<file path="src/rtl/calc_driver_if.sv">
// rtl/calc_driver_if.sv - host command, calculator and response signals of calc_driver
interface calc_driver_if;
    logic       cmd_valid;
    logic       cmd_ready;
    logic [2:0] cmd_f;
    logic [3:0] cmd_x;
    logic [3:0] cmd_y;
    logic       calc_go;
    logic [2:0] calc_f;
    logic [3:0] calc_x;
    logic [3:0] calc_y;
    logic       calc_done;
    logic       calc_error;
    logic [3:0] calc_out_h;
    logic [3:0] calc_out_l;
    logic       rsp_valid;
    logic       rsp_ready;
    logic [7:0] rsp_data;
    logic       rsp_error;
    logic       rsp_timeout;
    logic       busy;

    modport slave (
        input  cmd_valid, cmd_f, cmd_x, cmd_y,
        input  calc_done, calc_error, calc_out_h, calc_out_l,
        input  rsp_ready,
        output cmd_ready, calc_go, calc_f, calc_x, calc_y,
        output rsp_valid, rsp_data, rsp_error, rsp_timeout, busy
    );

    modport master (
        output cmd_valid, cmd_f, cmd_x, cmd_y,
        output calc_done, calc_error, calc_out_h, calc_out_l,
        output rsp_ready,
        input  cmd_ready, calc_go, calc_f, calc_x, calc_y,
        input  rsp_valid, rsp_data, rsp_error, rsp_timeout, busy
    );
endinterface

</file>
<file path="src/rtl/calc_driver.sv">
// rtl/calc_driver.sv - issues host commands to a calculator one at a time, queues results in a 4-deep FIFO
module calc_driver #(
    parameter int unsigned TIMEOUT = 15
) (
    input  logic          clk_i,
    input  logic          rst_ni,
    calc_driver_if.slave  bus
);
    localparam int TW = (TIMEOUT < 1) ? 1 : $clog2(TIMEOUT + 1);
    localparam logic [TW-1:0] TMAX = TW'(TIMEOUT);

    typedef enum logic [1:0] {IDLE, ISSUE, WAIT, STORE} state_e;

    state_e          state_q, state_d;
    logic [TW-1:0]   timer_q, timer_d;
    logic [3:0]      x_q, x_d, y_q, y_d;
    logic [2:0]      f_q, f_d;
    logic [9:0]      ent_q, ent_d;
    logic [9:0]      mem [4];
    logic [1:0]      wr_q, rd_q;
    logic [2:0]      cnt_q, cnt_d;
    logic            ready, go, push, pop;
    logic [9:0]      head;

    always_comb begin
        state_d = state_q;
        timer_d = timer_q;
        x_d     = x_q;
        y_d     = y_q;
        f_d     = f_q;
        ent_d   = ent_q;
        ready   = 1'b0;
        go      = 1'b0;
        push    = 1'b0;
        case (state_q)
            IDLE: begin
                // Gated by rst_ni so cmd_ready reads 0 while reset is held.
                ready = rst_ni && (cnt_q < 3'd4);
                if (bus.cmd_valid && ready) begin
                    x_d     = bus.cmd_x;
                    y_d     = bus.cmd_y;
                    f_d     = bus.cmd_f;
                    state_d = ISSUE;
                end
            end
            ISSUE: begin
                go      = 1'b1;
                timer_d = '0;
                state_d = WAIT;
            end
            WAIT: begin
                if (bus.calc_done) begin
                    ent_d   = {1'b0, bus.calc_error, bus.calc_out_h, bus.calc_out_l};
                    state_d = STORE;
                end else if (timer_q == TMAX) begin
                    ent_d   = {1'b1, 1'b1, 8'h00};
                    state_d = STORE;
                end else begin
                    timer_d = timer_q + TW'(1);
                end
            end
            STORE: begin
                push    = 1'b1;
                state_d = IDLE;
            end
            default: state_d = IDLE;
        endcase
    end

    assign pop = (cnt_q != 3'd0) && bus.rsp_ready;

    always_comb begin
        cnt_d = cnt_q;
        case ({push, pop})
            2'b10:   cnt_d = cnt_q + 3'd1;
            2'b01:   cnt_d = cnt_q - 3'd1;
            default: cnt_d = cnt_q;
        endcase
    end

    always_ff @(posedge clk_i or negedge rst_ni) begin
        if (!rst_ni) begin
            state_q <= IDLE;
            timer_q <= '0;
            x_q     <= '0;
            y_q     <= '0;
            f_q     <= '0;
            ent_q   <= '0;
            wr_q    <= '0;
            rd_q    <= '0;
            cnt_q   <= '0;
        end else begin
            state_q <= state_d;
            timer_q <= timer_d;
            x_q     <= x_d;
            y_q     <= y_d;
            f_q     <= f_d;
            ent_q   <= ent_d;
            cnt_q   <= cnt_d;
            if (push) wr_q <= wr_q + 2'd1;
            if (pop)  rd_q <= rd_q + 2'd1;
        end
    end

    // Storage needs no reset: outputs are masked whenever the FIFO is empty.
    always_ff @(posedge clk_i) begin
        if (push) mem[wr_q] <= ent_q;
    end

    assign head            = mem[rd_q];
    assign bus.cmd_ready   = ready;
    assign bus.calc_go     = go;
    assign bus.calc_x      = x_q;
    assign bus.calc_y      = y_q;
    assign bus.calc_f      = f_q;
    assign bus.rsp_valid   = (cnt_q != 3'd0);
    assign bus.rsp_data    = bus.rsp_valid ? head[7:0] : 8'h00;
    assign bus.rsp_error   = bus.rsp_valid & head[8];
    assign bus.rsp_timeout = bus.rsp_valid & head[9];
    assign bus.busy        = (state_q != IDLE);
endmodule
</file>
<file path="src/flat_wrapper.sv">
// flat-port wrapper written by rule: the top's interface ports become plain ports
module calc_driver_flat 
#(
    parameter int unsigned TIMEOUT = 15
)
  (clk_i, rst_ni, bus_cmd_valid, bus_cmd_f, bus_cmd_x, bus_cmd_y, bus_calc_done, bus_calc_error, bus_calc_out_h, bus_calc_out_l, bus_rsp_ready, bus_cmd_ready, bus_calc_go, bus_calc_f, bus_calc_x, bus_calc_y, bus_rsp_valid, bus_rsp_data, bus_rsp_error, bus_rsp_timeout, bus_busy);
  calc_driver_if bus_i ();
  input  logic clk_i;
  input  logic rst_ni;
  input wire logic [$bits(bus_i.cmd_valid)-1:0] bus_cmd_valid;
  input wire logic [$bits(bus_i.cmd_f)-1:0] bus_cmd_f;
  input wire logic [$bits(bus_i.cmd_x)-1:0] bus_cmd_x;
  input wire logic [$bits(bus_i.cmd_y)-1:0] bus_cmd_y;
  input wire logic [$bits(bus_i.calc_done)-1:0] bus_calc_done;
  input wire logic [$bits(bus_i.calc_error)-1:0] bus_calc_error;
  input wire logic [$bits(bus_i.calc_out_h)-1:0] bus_calc_out_h;
  input wire logic [$bits(bus_i.calc_out_l)-1:0] bus_calc_out_l;
  input wire logic [$bits(bus_i.rsp_ready)-1:0] bus_rsp_ready;
  output wire logic [$bits(bus_i.cmd_ready)-1:0] bus_cmd_ready;
  output wire logic [$bits(bus_i.calc_go)-1:0] bus_calc_go;
  output wire logic [$bits(bus_i.calc_f)-1:0] bus_calc_f;
  output wire logic [$bits(bus_i.calc_x)-1:0] bus_calc_x;
  output wire logic [$bits(bus_i.calc_y)-1:0] bus_calc_y;
  output wire logic [$bits(bus_i.rsp_valid)-1:0] bus_rsp_valid;
  output wire logic [$bits(bus_i.rsp_data)-1:0] bus_rsp_data;
  output wire logic [$bits(bus_i.rsp_error)-1:0] bus_rsp_error;
  output wire logic [$bits(bus_i.rsp_timeout)-1:0] bus_rsp_timeout;
  output wire logic [$bits(bus_i.busy)-1:0] bus_busy;
  assign bus_i.cmd_valid = bus_cmd_valid;
  assign bus_i.cmd_f = bus_cmd_f;
  assign bus_i.cmd_x = bus_cmd_x;
  assign bus_i.cmd_y = bus_cmd_y;
  assign bus_i.calc_done = bus_calc_done;
  assign bus_i.calc_error = bus_calc_error;
  assign bus_i.calc_out_h = bus_calc_out_h;
  assign bus_i.calc_out_l = bus_calc_out_l;
  assign bus_i.rsp_ready = bus_rsp_ready;
  assign bus_cmd_ready = bus_i.cmd_ready;
  assign bus_calc_go = bus_i.calc_go;
  assign bus_calc_f = bus_i.calc_f;
  assign bus_calc_x = bus_i.calc_x;
  assign bus_calc_y = bus_i.calc_y;
  assign bus_rsp_valid = bus_i.rsp_valid;
  assign bus_rsp_data = bus_i.rsp_data;
  assign bus_rsp_error = bus_i.rsp_error;
  assign bus_rsp_timeout = bus_i.rsp_timeout;
  assign bus_busy = bus_i.busy;
  calc_driver #(.TIMEOUT(TIMEOUT)) u_core (.clk_i(clk_i), .rst_ni(rst_ni), .bus(bus_i));
endmodule
</file>
<file path="config.mk">
export PLATFORM = sky130hd
export DESIGN_NAME = calc_driver_flat
export DESIGN_NICKNAME = d
export VERILOG_FILES = /design/src/rtl/calc_driver_if.sv /design/src/rtl/calc_driver.sv /design/src/flat_wrapper.sv
export SDC_FILE = /design/constraint.sdc
export NUM_CORES = 1
export LEC_CHECK = 0
export BUFFER_PORTS_ARGS = -buffer_cell sky130_fd_sc_hd__buf_2
export CAP_MARGIN = 20
export CORE_MARGIN = 2
export CORE_UTILIZATION = 50
export DETAILED_ROUTE_END_ITERATION = 16
export PLACE_DENSITY = 0.82
export SYNTH_ARGS = -nofsm -noshare
export SYNTH_HDL_FRONTEND = slang
export SYNTH_SLANG_ARGS = --single-unit
</file>
<file path="constraint.sdc">
create_clock -name clk_i -period 3.5 [get_ports clk_i]
set_input_delay 0.7 -clock clk_i [delete_from_list [all_inputs] [get_ports clk_i]]
set_output_delay 0.7 -clock clk_i [all_outputs]
set_load 0.01 [all_outputs]
</file>
Yosys cells after proc, flatten, opt, wreduce, memory -nomap -nowiden
Memories as Yosys holds them, arrays and structs flattened.
Cells that the tools add are included.
- add/subtract/negate cells: 5
- magnitude comparators: 1
- equality and inequality tests: 10
- mux-type cells: 16
- bitwise gates (word level): 2
- reduce and logical (&&, ||, !) cells: 13
- operator list (operator ; number):
    $mux W10 ; 2
    $mux W4 ; 2
    $mux W8 ; 1
    $pmux W2 S4 ; 1
    $pmux W4 S2 ; 1
    $reduce_bool A2 Y1 ; 4
    $eq A2 B2 Y1 const B ; 3
    $mux W2 ; 3
    $pmux W3 S2 ; 1
    $reduce_and A2 Y1 ; 3
    $mux W1 ; 5
    $add A2 B1 Y2 const B ; 2
    $add A4 B1 Y4 const B ; 1
    $eq A2 B1 Y1 const B ; 2
    $eq A4 B4 Y1 const B ; 1
    $ne A2 B2 Y1 const B ; 2
    $add A3 B1 Y3 const B ; 1
    $logic_and A1 B1 Y1 ; 3
    $lt A3 B3 Y1 const B ; 1
    $ne A3 B2 Y1 const B ; 1
    $reduce_and A3 Y1 ; 1
    $reduce_bool A3 Y1 ; 1
    $sub A3 B1 Y3 const B ; 1
    $and A1 B1 Y1 ; 2
    2 further kinds ; 2
- register bits: 34
- RAM bits: 40
- input bits: 25
- output and inout bits: 25
- word-level logic and storage cells: 57
- memories: 1
- memory list (memory ; depth ; width ; read ports ; clocked after Yosys merged registers in ; write ports ; line ; source):
    u_core.mem ; 4 ; 10 ; 1 ; 0 ; 1 ; calc_driver.sv:19 ; logic [9:0] mem [4];

Depth between registers and ports, before layout
- depth after elaboration: 5
- depth in mapped cells: 8
- gate-level depth less buffers: 8

Worst setup path before layout
Ideal clock, no wire load.
- path type: register to output
- start: register u_core.rd_q[0]
- end: output port bus_rsp_data[0]
- arrival: 1.227 ns
- required time: 2.800 ns
- setup slack: 1.573 ns
- cell stages (with the launch flop): 4
- buffers on the path: 1
- path through: dfrtp_1 > buf_6 > mux4_2 > and2_1
- longest elaborated chain between the ends: 2
- ends and longest elaborated chain (item ; line ; source):
    from (decl) ; calc_driver.sv:20 ; logic [1:0] wr_q, rd_q;
    from (signal assigned) ; calc_driver.sv:101 ; if (pop) rd_q <= rd_q + 2'd1;
    $mem_v2 Z4 W10 ; -- ;
    $mux W8 ; calc_driver.sv:117 ; assign bus.rsp_data = bus.rsp_valid ? head[7:0] : 8'h00;
    to (decl) ; flat_wrapper.sv:25 ; output wire logic [$bits(bus_i.rsp_data)-1:0] bus_rsp_data;
Every way passes these cells.

Worst setup path after layout
- start: register u_core.rd_q[0]
- end: output port bus_rsp_error
- longest elaborated chain between the ends: 2
- ends and longest elaborated chain (item ; line ; source):
    $mem_v2 Z4 W10 ; -- ;
    $and A1 B1 Y1 ; calc_driver.sv:118 ; assign bus.rsp_error = bus.rsp_valid & head[8];
    to (decl) ; flat_wrapper.sv:26 ; output wire logic [$bits(bus_i.rsp_error)-1:0] bus_rsp_error;
Every way passes these cells.

==> results.yml <==
worst_setup_path:
  regToRegStartpoint: "u_core.cnt_q[0]$_DFFE_PN0P_"
  critical_path_arrival_ns: 2.10
  worstSetupPathType: "reg2out"
  cp_data_required_time_ns: 2.80
  end_kind: "output pin"
  critical_path.max_fanout: 12
  critical_path_start_type: "register"
  crit_path_start: "u_core.rd_q[0]$_DFFE_PN0P_"
yosys:
  mappedNetlistArea_sq_um: 3100
  instance_count_of_the_mapped_netlist: 190
  syn_nets: 227
  ranking_of_synthesized_cells_by_area: "edfxtp_1 (39%), dfrtp_1 (27%), mux4_2 (5.8%), ha_1 (4.4%), mux2_2 (3.3%)"
  most_repeated_cell_in_the_gate_level_netlist_after_synthesis: "edfxtp_1"
  synth-seq-cells: 74
  synth-edff-count: 40
  yosysTopAreaCell: "edfxtp_1"
  synth-async-reset-ratio_pct: 45.9
  synth_top_cell_area_share_pct: 38.7
  ys_seq_area_share_pct: 66.1
  synth_commonest_cells: "edfxtp_1 (40), dfrtp_1 (34), and2_1 (16), ha_1 (11), inv_1 (11)"
  yosysWarningCount: 0
  synth_ff_type: "edfxtp_1"
  syn-mean-instance-area_sq_um: 16.3
  synthDistinctLibCells: 35
floorplan:
  die_h_um: 82.8
  fp.dieArea_sq_um: 6850
  placementRows: 28
  die_width_um: 82.8
  fp.coreArea_sq_um: 5960
  initial_utilization_pct: 52.1
  io-pin-count: 50
cts:
  cts.root.buffer_cell: "clkbuf_8"
  numCtsBuffers: 9
  cts_tree: "yes"
  post_cts_buffers: 0
  clkSlewWorstSetupHoldPaths_ns: 0.08
  worst_skew_pair.late_latency_ns: 0.35
  cts.path.max_buffers: 2
  clock-sinks: 74
  h-tree-depth: 3
  ctsResizeCount: 0
  hold_buffers: 0
timing:
  timing.final.setup_violations: 0
  period_needed_ns: 2.80
  hold_violations: 0
  min_period_over_period_pct: 79.9
  clock.fmax_mhz: 357
  final.hold.worst_slack_ns: 0.282
  max_slew_margin_pct: 53.1
  report.final.slew_viol_count: 0
  rsz0062_at_grt: "no"
  tightest_pin_transition_ns: 0.704
  fin_setup_tns_ns: 0
  final.setup_skew_ns: 0.00672
detailed_routing:
  routed_wirelength_mm: 5.44
  wl_per_cell_um: 16.7
  via_count: 1744
  detail-route-antenna-nets: 0
  drt_iter0_drc: 86
  drt_pre_antenna_iters: 4
  avgViaCountPerCell: 5.37
  drc: 0
global_routing:
  gr-total-overflow: 0
  grt_use_total_pct: 17.6
  vias_in_the_first_global_route: 1799
  global_route_wire_length_before_repair_mm: 8.34
  grt_max_degree: 20
  grt_antenna_before_repair: 0
pwr:
  total_power_divided_by_cell_area_nw_per_um2: 917
  vdd.ir_drop.worst_uv: 466
  p_leak_nw: 1.56
place:
  port-buffer-count: 49
  gp_routability_congestion: 0.763
  place_inst: 309
  dp_hpwl_mm: 3.67
final_layout:
  antenna_cells: 0
  flow.area_growth_from_synthesis_pct: 17.9
  final_layout_size_suffix_gt1_share_pct: 34.8
  finish.net_count: 282
  fin_cells: 325
outcome:
  status: "finished clean"
min_path:
  min_path_type: "in2async"
flow_run:
  timing.max_cap.violations: 0
[worst max-delay path: stages (launching register included)]
cell	delay, ns
dfrtp_1	0.80
mux4_1	0.65
and2_1	0.17
buf_2	0.13
[state kept, by name (all words and copies together), names as in the netlist]
| name | flops |
|---|---|
| u_core.state_q | 2 |
| u_core.bus.calc_f | 3 |
| u_core.mem | 40 |
| u_core.bus.calc_y | 4 |
| u_core.bus.calc_x | 4 |
| u_core.wr_q | 2 |
| u_core.timer_q | 4 |
| u_core.cnt_q | 3 |
| u_core.rd_q | 2 |
| u_core.ent_q | 10 |
[final cells by class]
type                            count  area (sq um)
Sequential cell                    74          2050
Multi-Input combinational cell     99           971
Timing Repair Buffer               50           253
Clock buffer                        9           124
Clock inverter                      7           124
Fill cell                         469          2300
Tap cell                           75          93.8
Inverter                           11          41.3
[path summary, 6_finish.rpt]
path	endpoint	slack [ns]	depth (start not counted)
max in group asynchronous	u_core.bus.calc_y[3]$_DFFE_PN0P_	2.61	2
worst min-delay path	u_core.ent_q[5]$_DFFE_PN0P_	0.28	1
worst max register to register	u_core.cnt_q[2]$_DFFE_PN0P_	1.33	8
min in group clk_i	u_core.bus.calc_f[1]$_DFFE_PN0P_	0.51	1
worst max-delay path	bus_rsp_error	0.70	3
worst min register to register	u_core.bus.calc_f[1]$_DFFE_PN0P_	0.51	1
[layout by cell type, fill, tap and decap left out, drive strengths merged, types with 5 or more instances in the layout]
master and instances:
mux4 10, dfrtp 34, inv 13, nand2 5
clkbuf 9, buf 50, edfxtp 40, ha 11
a22o 9, mux2 12, and2 16
[metrics by stage]
stage	cell area, sq um	setup slack (ns)	total power, mW	util [%]
2_1_floorplan	3100	1.57	2.22	-
3_3_place_gp	3410	1.10	2.51	57.3
3_5_place_dp	3410	1.06	2.58	57.3
4_1_cts	3660	0.653	3.39	61.4
5_1_grt	3660	0.603	3.57	61.4
6_report	3660	0.702	3.36	61.4
[kinds of logic (layout without fill, tap and decap cells)]
family | Yosys count | in the layout | share of synthesized area (%)
mux | 23 | 23 | 12.3
compound gates | 23 | 23 | 5.69
xor+xnor | 6 | 6 | 1.69
fa+ha+maj | 12 | 12 | 5.08
buf+inv | 17 | 77 | 2.58
flops | 74 | 74 | 66.1
simple gates | 35 | 35 | 6.53
[power breakdown]
group | switching [mW] | internal, mW | total (mW)
sequential | 0.236 | 1.27 | 1.51
clock | 0.329 | 0.479 | 0.809
combinational | 0.500 | 0.540 | 1.04
total | 1.07 | 2.29 | 3.36
[routing by layer]
metal	share of wire, %	track usage (%)
met5	0	0
met4	2.5	8.36
met3	6.9	5.84
met2	48	29.8
met1	43	20.3
Power figures use the tool's default switching activity.
